**src/rtl/byte_lane_ram_if.sv**
```systemverilog
// Bus bundle for byte_lane_ram: access request side plus registered read/status returns.
// The master drives requests; the RAM (slave) drives data_out and the status strobes.
interface byte_lane_ram_if #(
    parameter int DATA_W = 32,
    parameter int ADDR_W = 5
);
    localparam int NB = DATA_W / 8;

    logic [DATA_W-1:0] data_in;
    logic [ADDR_W-1:0] address;
    logic [NB-1:0]     byte_en;
    logic              write_en;
    logic              read_en;
    logic              clear_req;
    logic [DATA_W-1:0] data_out;
    logic              read_valid;
    logic              addr_err;
    logic              busy;

    modport master (
        output data_in,
        output address,
        output byte_en,
        output write_en,
        output read_en,
        output clear_req,
        input  data_out,
        input  read_valid,
        input  addr_err,
        input  busy
    );

    modport slave (
        input  data_in,
        input  address,
        input  byte_en,
        input  write_en,
        input  read_en,
        input  clear_req,
        output data_out,
        output read_valid,
        output addr_err,
        output busy
    );
endinterface

```
**src/rtl/byte_lane_ram.sv**
```systemverilog
// Single-port RAM with per-byte write enables, registered read + valid strobe and a
// clear sequencer that zeroes one word per cycle after reset or on clear_req.
module byte_lane_ram #(
    parameter int DATA_W = 32,
    parameter int ADDR_W = 5,
    parameter int DEPTH  = 32
) (
    input  logic              clock,
    input  logic              reset,
    byte_lane_ram_if.slave    bus
);
    localparam int NB = DATA_W / 8;
    localparam logic [ADDR_W:0]   DEPTH_C = (ADDR_W + 1)'(DEPTH);
    localparam logic [ADDR_W-1:0] LAST_C  = ADDR_W'(DEPTH - 1);

    generate
        if ((DATA_W % 8) != 0 || DATA_W < 8) begin : g_bad_width
            $error("byte_lane_ram: DATA_W must be a positive multiple of 8");
        end
        if (DEPTH < 1 || DEPTH > (2 ** ADDR_W)) begin : g_bad_depth
            $error("byte_lane_ram: DEPTH must be in 1 .. 2**ADDR_W");
        end
    endgenerate

    typedef enum logic {
        ST_CLEAR = 1'b0,
        ST_IDLE  = 1'b1
    } state_t;

    state_t              state_q;
    logic [ADDR_W-1:0]   clr_ptr_q;
    logic [DATA_W-1:0]   data_out_q;
    logic                read_valid_q;
    logic                addr_err_q;
    logic                busy_q;

    logic [DATA_W-1:0]   mem_q [DEPTH];

    logic                in_range_s;
    logic [DATA_W-1:0]   rd_word_s;
    logic                mem_we_d;
    logic [ADDR_W-1:0]   mem_addr_d;
    logic [DATA_W-1:0]   mem_wdata_d;
    logic [NB-1:0]       mem_be_d;

    // Address range decode and old-word fetch (read-before-write on a shared address).
    always_comb begin
        in_range_s = ({1'b0, bus.address} < DEPTH_C);
        rd_word_s  = '0;
        if (in_range_s) begin
            rd_word_s = mem_q[bus.address];
        end else begin
            rd_word_s = '0;
        end
    end

    // Storage port arbitration: the sweep owns the array while clearing.
    always_comb begin
        mem_we_d    = 1'b0;
        mem_addr_d  = clr_ptr_q;
        mem_wdata_d = '0;
        mem_be_d    = '1;
        if (state_q == ST_CLEAR) begin
            mem_we_d = 1'b1;
        end else if (!bus.clear_req && bus.write_en && in_range_s) begin
            mem_we_d    = 1'b1;
            mem_addr_d  = bus.address;
            mem_wdata_d = bus.data_in;
            mem_be_d    = bus.byte_en;
        end else begin
            mem_we_d = 1'b0;
        end
    end

    // Array write port; no reset because the sweep initialises the contents.
    always_ff @(posedge clock) begin
        if (mem_we_d) begin
            for (int i = 0; i < NB; i++) begin
                if (mem_be_d[i]) begin
                    mem_q[mem_addr_d][8*i +: 8] <= mem_wdata_d[8*i +: 8];
                end
            end
        end
    end

    // Clear/idle sequencer with registered read data and status strobes.
    always_ff @(posedge clock or negedge reset) begin
        if (!reset) begin
            state_q      <= ST_CLEAR;
            clr_ptr_q    <= '0;
            data_out_q   <= '0;
            read_valid_q <= 1'b0;
            addr_err_q   <= 1'b0;
            busy_q       <= 1'b1;
        end else begin
            case (state_q)
                ST_CLEAR: begin
                    read_valid_q <= 1'b0;
                    addr_err_q   <= 1'b0;
                    if (clr_ptr_q == LAST_C) begin
                        state_q   <= ST_IDLE;
                        clr_ptr_q <= '0;
                        busy_q    <= 1'b0;
                    end else begin
                        clr_ptr_q <= clr_ptr_q + 1'b1;
                        busy_q    <= 1'b1;
                    end
                end
                ST_IDLE: begin
                    if (bus.clear_req) begin
                        state_q      <= ST_CLEAR;
                        clr_ptr_q    <= '0;
                        busy_q       <= 1'b1;
                        read_valid_q <= 1'b0;
                        addr_err_q   <= 1'b0;
                    end else begin
                        busy_q       <= 1'b0;
                        read_valid_q <= bus.read_en;
                        addr_err_q   <= (bus.read_en || bus.write_en) && !in_range_s;
                        if (bus.read_en) begin
                            data_out_q <= rd_word_s;
                        end
                    end
                end
                default: begin
                    state_q      <= ST_CLEAR;
                    clr_ptr_q    <= '0;
                    busy_q       <= 1'b1;
                    read_valid_q <= 1'b0;
                    addr_err_q   <= 1'b0;
                end
            endcase
        end
    end

    assign bus.data_out   = data_out_q;
    assign bus.read_valid = read_valid_q;
    assign bus.addr_err   = addr_err_q;
    assign bus.busy       = busy_q;

endmodule

```
**src/flat_wrapper.sv**
```systemverilog
// flat-port wrapper written by rule: the top's interface ports become plain ports
module byte_lane_ram_flat 
#(
    parameter int DATA_W = 32,
    parameter int ADDR_W = 5,
    parameter int DEPTH  = 32
)
  (clock, reset, bus_data_in, bus_address, bus_byte_en, bus_write_en, bus_read_en, bus_clear_req, bus_data_out, bus_read_valid, bus_addr_err, bus_busy);
  byte_lane_ram_if #(.DATA_W(DATA_W), .ADDR_W(ADDR_W)) bus_i ();
  input  logic clock;
  input  logic reset;
  input wire logic [$bits(bus_i.data_in)-1:0] bus_data_in;
  input wire logic [$bits(bus_i.address)-1:0] bus_address;
  input wire logic [$bits(bus_i.byte_en)-1:0] bus_byte_en;
  input wire logic [$bits(bus_i.write_en)-1:0] bus_write_en;
  input wire logic [$bits(bus_i.read_en)-1:0] bus_read_en;
  input wire logic [$bits(bus_i.clear_req)-1:0] bus_clear_req;
  output wire logic [$bits(bus_i.data_out)-1:0] bus_data_out;
  output wire logic [$bits(bus_i.read_valid)-1:0] bus_read_valid;
  output wire logic [$bits(bus_i.addr_err)-1:0] bus_addr_err;
  output wire logic [$bits(bus_i.busy)-1:0] bus_busy;
  assign bus_i.data_in = bus_data_in;
  assign bus_i.address = bus_address;
  assign bus_i.byte_en = bus_byte_en;
  assign bus_i.write_en = bus_write_en;
  assign bus_i.read_en = bus_read_en;
  assign bus_i.clear_req = bus_clear_req;
  assign bus_data_out = bus_i.data_out;
  assign bus_read_valid = bus_i.read_valid;
  assign bus_addr_err = bus_i.addr_err;
  assign bus_busy = bus_i.busy;
  byte_lane_ram #(.DATA_W(DATA_W), .ADDR_W(ADDR_W), .DEPTH(DEPTH)) u_core (.clock(clock), .reset(reset), .bus(bus_i));
endmodule
```
**config.mk**
```make
export PLATFORM = sky130hd
export DESIGN_NAME = byte_lane_ram_flat
export DESIGN_NICKNAME = d
export VERILOG_FILES = /design/src/rtl/byte_lane_ram_if.sv /design/src/rtl/byte_lane_ram.sv /design/src/flat_wrapper.sv
export SDC_FILE = /design/constraint.sdc
export NUM_CORES = 1
export LEC_CHECK = 0
export ABC_AREA = 0
export ABC_CLOCK_PERIOD_IN_PS = 4200
export BUFFER_PORTS_ARGS = -buffer_cell sky130_fd_sc_hd__buf_4
export CAP_MARGIN = 0
export CELL_PAD_IN_SITES_DETAIL_PLACEMENT = 0
export CELL_PAD_IN_SITES_GLOBAL_PLACEMENT = 2
export CORE_ASPECT_RATIO = 1.1
export CORE_UTILIZATION = 52
export CTS_BUF_LIST = sky130_fd_sc_hd__clkbuf_8 sky130_fd_sc_hd__clkbuf_16
export DETAILED_ROUTE_END_ITERATION = 16
export GPL_TIMING_DRIVEN = 0
export HOLD_SLACK_MARGIN = 0.1
export PLACE_DENSITY = 0.87
export SYNTH_ARGS = -nofsm -noshare
export SYNTH_HDL_FRONTEND = slang
export SYNTH_SLANG_ARGS = --single-unit
```
**constraint.sdc**
```tcl
create_clock -name clock -period 4.2 [get_ports clock]
set_clock_uncertainty 0.15 [all_clocks]
set_input_delay 0.63 -clock clock [delete_from_list [all_inputs] [get_ports clock]]
set_output_delay 0.63 -clock clock [all_outputs]
set_load 0.03 [all_outputs]
```
==> impl_metrics.py, run 1 <==
metrics = {
    "run_status": {
        "status": "finished, violations left",
        "violations": "DRC",
    },
    "synth": {
        "synth-edff-count": 1024,
        "ys_async_sr_fraction_pct": 3.76,
        "syn_area_per_cell_um2": 17.7,
        "syn_inst": 2399,
        "syn_nets": 2447,
        "synth_cell_type_count": 44,
        "netlist_area_um2": 42400,
        "ys_seq_area_share_pct": 74.9,
        "synth_warnings": 0,
        "synth.ff_latch_count": 1064,
        "synthFlopType": "edfxtp_1",
    },
    "cts": {
        "cts_tree": "done",
        "cts.clk_slew.worst_paths_ns": 0.06,
        "cts_setup_buffers": 0,
        "clk_latency_ns": 0.66,
        "cts-root-buf": "clkbuf_16",
        "ctsResizeCount": 0,
        "clkSinkCount": 1064,
        "htreeDepth": 3,
        "clock_path_buffers": 3,
        "numCtsBuffers": 100,
    },
    "worst_setup_path": {
        "path_class": "in -> reg",
        "crit_arrival_ns": 4.01,
        "end_kind": "register",
        "startpoint_type": "input pin",
        "critical_path.max_stage_delay_ns": 0.97,
        "required_ns": 4.31,
        "cpMostUsedCell": "buf_6",
        "crit_chain": "dlygate4sd3_1, buf_4, and3b_1, buf_6, buf_6, mux2_4, nor3_2, nand2_1, nor2_1",
        "worstPathMaxFanout": 10,
        "slowest_stage": "nor2_1",
    },
    "floorplanning": {
        "die_y_um": 301,
        "die_w_um": 274,
        "rows": 109,
        "io_pins": 81,
        "die_area_um2": 82700,
        "start_util_pct": 52.7,
        "coreArea_um2": 80500,
    },
    "layout": {
        "fin_area_um2": 47600,
        "drive_gt1_share_pct": 14.3,
        "fillers": 5943,
        "diodes": 0,
        "syn2layout_area_growth_pct": 12.4,
        "final_core_util_pct": 59.2,
        "instances_no_fill": 3720,
        "layout_commonest_cell": "edfxtp_1",
        "final_nets": 2629,
        "final_cell_mix": "edfxtp_1, mux2i_1, nor2_1",
    },
    "drt": {
        "wirelength_um": 121000,
        "ant_nets": 0,
        "viasPerCell": 6.40,
        "wire_per_inst_um": 32.6,
        "drc": 2,
        "num_vias": 23798,
        "first_iter_violations": 3044,
        "drtPass1Iterations": 12,
    },
    "grt": {
        "grt_util_met2_pct": 47.1,
        "antenna_found_initial": 0,
        "globalRouteMet1Util_pct": 39.3,
        "grt_use_total_pct": 29.3,
        "overflow": 0,
        "grt_max_degree": 41,
        "met3_usage_pct": 4.82,
        "grt_first_pass_wirelength_um": 168000,
        "grt.busiest_layer": "met2",
        "grt_pass1_vias": 23486,
    },
    "sta": {
        "layout_min_cycle_time_ns": 3.89,
        "max_slew_margin_pct": 4.94,
        "worst_pin_slew_ns": 1.43,
        "tns_ns": 0,
        "period_share_pct": 92.7,
        "rsz0062_at_grt": "false",
        "maxSlewViolCount": 0,
        "fmax_ghz": 0.257,
        "holdWs_ns": 0.347,
        "finalSetupViolCount": 0,
        "finalHoldViolations": 0,
    },
    "placement": {
        "dpl.hpwl_um": 81100,
        "postPlaceCellArea_um2": 44300,
        "routabilityCongestion": 0.900,
        "port_buffers": 78,
        "numPlacedInstances": 3531,
    },
    "power": {
        "ir_worst_vdd_uv": 355,
        "p_leak_nw": 17.5,
        "power_density_nw_per_um2": 549,
    },
    "min_path": {
        "holdCritPathClass": "reg -> reg",
    },
    "flow_run": {
        "maxCapViolCount": 0,
    },
}
path summary, 6_finish.rpt:
path	start	to	slack (ns)	cells past startpoint
worst max-delay path	bus_clear_req	u_core.mem_q[24][28]$_DFFE_PP_	0.31	9
worst min-delay path	u_core.bus.data_out[9]$_DFFE_PN0P_	u_core.bus.data_out[9]$_DFFE_PN0P_	0.35	2
worst max register to register	u_core.state_q$_DFF_PN0_	u_core.mem_q[24][28]$_DFFE_PP_	0.40	7
worst min register to register	u_core.bus.data_out[9]$_DFFE_PN0P_	u_core.bus.data_out[9]$_DFFE_PN0P_	0.35	2
max in group asynchronous	reset	u_core.bus.data_out[25]$_DFFE_PN0P_	2.83	2
min in group asynchronous	reset	u_core.bus.data_out[10]$_DFFE_PN0P_	0.48	2
metal layers:
layer | routed length, µm | part of all wire (%) | vias up
met1 | 47500 | 39 | 12305
met2 | 57800 | 48 | 1313
met5 | 0 | 0 | -
met3 | 10100 | 8.4 | 243
met4 | 5770 | 4.8 | 0
li1 | - | - | 9937
registers in the layout (all words and copies together) (netlist names):
name and cells:
u_core.bus.read_valid 1, u_core.bus.busy 1, u_core.mem_q 1024, u_core.state_q 1, u_core.bus.data_out 32, u_core.clr_ptr_q 5
what timing repair did:
action	4_1_cts	5_1_grt
hold endpoints to repair	44	0
setup endpoints to repair	0	0
hold buffers	2	0
layout make-up:
| type | instances | area [µm²] | area share (%) |
|---|---|---|---|
| tap | 1054 | 1320 | 2.77 |
| timing repair buffer | 80 | 606 | 1.27 |
| clock inverter | 74 | 586 | 1.23 |
| multi-input combinational | 1176 | 9770 | 20.5 |
| inverter | 4 | 15.0 | 0.0315 |
| buffer | 155 | 850 | 1.78 |
| sequential | 1064 | 31800 | 66.7 |
| clock buffer | 113 | 2740 | 5.75 |
synthesized netlist by cell type (all sizes together), types with 8 or more instances:
library cell / number / share of area, %
a21oi: 65 / 0.77
a221oi: 64 / 1.6
a22o: 64 / 1.3
a22oi: 128 / 2.3
and2: 34 / 0.50
buf: 85 / 1.4
clkbuf: 70 / 0.64
dfrtp: 39 / 2.3
edfxtp: 1024 / 73
mux2i: 517 / 12
nand2: 71 / 0.72
nor2: 131 / 1.2
nor3: 8 / 0.25
o22ai: 34 / 0.50
o41ai: 32 / 1.2
kinds of logic (layout without fill, tap and decap cells):
family,Yosys count,count (layout),synth area share [%]
simple gates,257,257,2.85
fa+ha+maj,2,2,0.0590
buf+inv,159,426,2.04
xor+xnor,2,2,0.0413
mux,520,520,12.3
compound gates,394,394,7.76
other cells,1,1,0.00885
flops,1064,1064,74.9
worst max-delay path: cells and delay by family:
family | cells | cell delay [ns]
buffers and inverters | 4 | 1.08
muxes | 1 | 0.38
and+or+nand+nor | 4 | 1.90
metrics by stage:
step                      setup slack [ns]  power, mW
after floorplan                       1.42       15.6
after global placement               0.155       17.1
after detailed placement            0.0768       17.2
after CTS                            0.493       26.1
after global routing                 0.259       26.8
final                                0.306       26.2
power by group:
part	switching, mW	internal (mW)
Clock	3.90	5.21
Sequential	0.401	12.9
Combinational	2.70	1.08
(Power assumes the default switching activity.)
==> run 2, diff against run 1 <==
--- a/config.mk
+++ b/config.mk
@@ -12,12 +12,13 @@
 export CELL_PAD_IN_SITES_DETAIL_PLACEMENT = 0
 export CELL_PAD_IN_SITES_GLOBAL_PLACEMENT = 2
 export CORE_ASPECT_RATIO = 1.1
-export CORE_UTILIZATION = 52
+export CORE_UTILIZATION = 48
 export CTS_BUF_LIST = sky130_fd_sc_hd__clkbuf_8 sky130_fd_sc_hd__clkbuf_16
 export DETAILED_ROUTE_END_ITERATION = 16
 export GPL_TIMING_DRIVEN = 0
 export HOLD_SLACK_MARGIN = 0.1
-export PLACE_DENSITY = 0.87
+export PLACE_DENSITY = 0.81
+export SLEW_MARGIN = 20
 export SYNTH_ARGS = -nofsm -noshare
 export SYNTH_HDL_FRONTEND = slang
 export SYNTH_SLANG_ARGS = --single-unit
==> run 2 against run 1 <==
Net effect:
- core utilization down 3.9 points
- clock-buffer cell count unchanged
- die area up 8.3%
- register-to-register slack worse by 0.06 ns
- critical path depth unchanged
- wire length up 2.4%
- the run now ends clean
- non-clock buffer count up 1
- worst hold slack better by 0.013 ns
- largest cell class unchanged
- largest power group unchanged
==> impl_metrics.py, run 2 (synthesis gave the netlist of run 1 again) <==
metrics = {
    "floorplanning": {
        "die_w_um": 285,
        "io_pins": 81,
        "coreArea_um2": 87000,
        "die_area_um2": 89500,
        "die_y_um": 314,
        "rows": 113,
        "start_util_pct": 48.7,
    },
    "worst_setup_path": {
        "slowest_stage": "nor2_1",
        "worstReg2RegStart": "u_core.state_q$_DFF_PN0_",
        "critical_path.max_stage_delay_ns": 1.02,
        "rr_worst_depth": 7,
        "cp.buffers_inverters": 4,
        "crit_chain": "dlygate4sd3_1, buf_4, and3b_1, buf_6, buf_6, mux2_4, nor3_2, nand2_1, nor2_1",
        "crit_family": "simple AND/OR/NAND/NOR gates",
        "crit_arrival_ns": 4.06,
        "worstPathMaxFanout": 11,
        "startpoint_type": "input pin",
        "required_ns": 4.33,
        "cpMostUsedCell": "buf_6",
        "path_class": "in -> reg",
        "end_kind": "register",
        "timing.rr.end": "u_core.mem_q[28][7]$_DFFE_PP_",
        "r2r_setup_slack_ns": 0.34,
    },
    "cts": {
        "htreeDepth": 3,
        "cts_tree": "done",
        "cts-root-buf": "clkbuf_16",
        "numCtsBuffers": 103,
        "cts_setup_buffers": 0,
        "clock_path_buffers": 3,
        "clk_latency_ns": 0.68,
        "clkSinkCount": 1064,
        "cts.clk_slew.worst_paths_ns": 0.06,
    },
    "layout": {
        "drive_gt1_share_pct": 16.5,
        "seqCellArea_um2": 31800,
        "layout_commonest_cell": "edfxtp_1",
        "largest-register": "u_core.mem_q",
        "syn2layout_area_growth_pct": 13.4,
        "final_nets": 2633,
        "largest_register_ffs": 1024,
        "multi_input_area_um2": 9830,
        "final_cell_mix": "edfxtp_1, mux2i_1, a22oi_1",
        "fillers": 6735,
    },
    "grt": {
        "grt_first_pass_wirelength_um": 171000,
        "overflow": 0,
        "antenna_found_initial": 2,
        "grt_max_degree": 41,
        "grt_use_total_pct": 27.6,
        "grt_pass1_vias": 23121,
    },
    "power": {
        "power_frac_comb_pct": 14.3,
        "internal-power_mw": 19.6,
        "p_leak_nw": 17.6,
        "swShare_pct": 26.7,
        "p_sw_mw": 7.12,
        "power_density_nw_per_um2": 555,
        "pwr-share-clk_pct": 36.0,
        "seqPwrFrac_pct": 49.7,
        "ir_worst_vdd_uv": 334,
    },
    "min_path": {
        "hold_depth": 2,
        "hold-path-endpoint": "u_core.bus.data_out[12]$_DFFE_PN0P_",
        "hold_start": "u_core.bus.data_out[12]$_DFFE_PN0P_",
        "holdCritPathClass": "reg -> reg",
    },
    "sta": {
        "finalSetupViolCount": 0,
        "layout_min_cycle_time_ns": 3.94,
        "fmax_ghz": 0.254,
        "rsz0062_at_grt": "false",
        "maxSlewViolCount": 0,
        "layout_setup_ws_ns": 0.264,
        "period_share_pct": 93.7,
        "max_slew_margin_pct": 18.8,
        "tns_ns": 0,
        "finalHoldViolations": 0,
        "worst_pin_slew_ns": 1.22,
    },
    "placement": {
        "pre_cts_ws_ns": 0.142,
        "port_buffers": 78,
        "dpl.hpwl_um": 83100,
        "routabilityCongestion": 0.892,
    },
    "flow_run": {
        "maxCapViolCount": 0,
    },
    "drt": {
        "num_vias": 23443,
        "viasPerCell": 6.13,
        "wire_per_inst_um": 32.4,
        "ant_nets": 0,
        "drtPass1Iterations": 6,
        "first_iter_violations": 2863,
        "drc": 0,
        "wirelength_um": 124000,
    },
    "run_status": {
        "status": "completed",
    },
}
==> run 2: area by class of cell <==
class	count	area share [%]
sequential	1064	66.1
multi-input combinational	1176	20.4
clock buffer	113	5.77
tap	1150	2.99
buffer	155	1.79
clock inverter	81	1.63
timing repair buffer	81	1.29
inverter	4	0.0312
antenna	1	0.00521
==> run 2: worst min-delay path, delay by kind of cell, from the launching register on <==
family	cells	cell delay, ns
DFF	1	0.36
and+or+nand+nor	1	0.07
AOI/OAI and AO/OA	1	0.05
==> run 2: worst max-delay path by stage <==
stage                         from                              to  slack [ns]  depth (start not counted)
global route         bus_clear_req   u_core.mem_q[28][7]$_DFFE_PP_        0.19                          9
detailed placement  bus_address[0]  u_core.mem_q[25][30]$_DFFE_PP_        0.14                          8
global placement    bus_address[0]   u_core.mem_q[31][2]$_DFFE_PP_        0.17                          8
CTS                  bus_clear_req   u_core.mem_q[28][4]$_DFFE_PP_        0.35                          9
floorplan           bus_address[0]   u_core.mem_q[16][0]$_DFFE_PP_        1.42                          8
finish               bus_clear_req   u_core.mem_q[28][7]$_DFFE_PP_        0.26                          9
==> run 2: per-layer routing <==
layer | wire length (µm) | GRT usage, %
met5 | 0 | 0
met4 | 6810 | 14.5
met3 | 9540 | 4.32
met2 | 59100 | 44.8
met1 | 48700 | 36.2
==> run 2: power groups by stage <==
| stage | logic [mW] | registers (mW) | clock network (mW) |
|---|---|---|---|
| 2_1_floorplan | 2.01 | 13.6 | 0 |
| 3_3_place_gp | 3.69 | 13.4 | 0 |
| 3_5_place_dp | 3.77 | 13.5 | 0 |
| 4_1_cts | 3.79 | 13.3 | 9.66 |
| 5_1_grt | 3.98 | 13.3 | 10.1 |
| 6_report | 3.81 | 13.3 | 9.61 |
==> run 2: through the flow <==
step                      power (mW)  instance area (µm²)  hold slack (ns)  util, %  cells
final                           26.7                48100            0.360     55.3   3825
after floorplan                 15.6                42400            0.184        -   2399
after detailed placement        17.3                44500            0.337     51.1   3628
after CTS                       26.7                48000            0.359     55.2   3824
after global routing            27.4                48100            0.383     55.3   3824
after global placement          17.1                44400            0.355     51.1   3627
==> run 2: timing repair <==
item | in CTS | in global routing
hold buffers | 2 | 0
endpoints found under the hold margin | 44 | 0
resized for setup | 0 | 0
setup endpoints to repair | 0 | 0
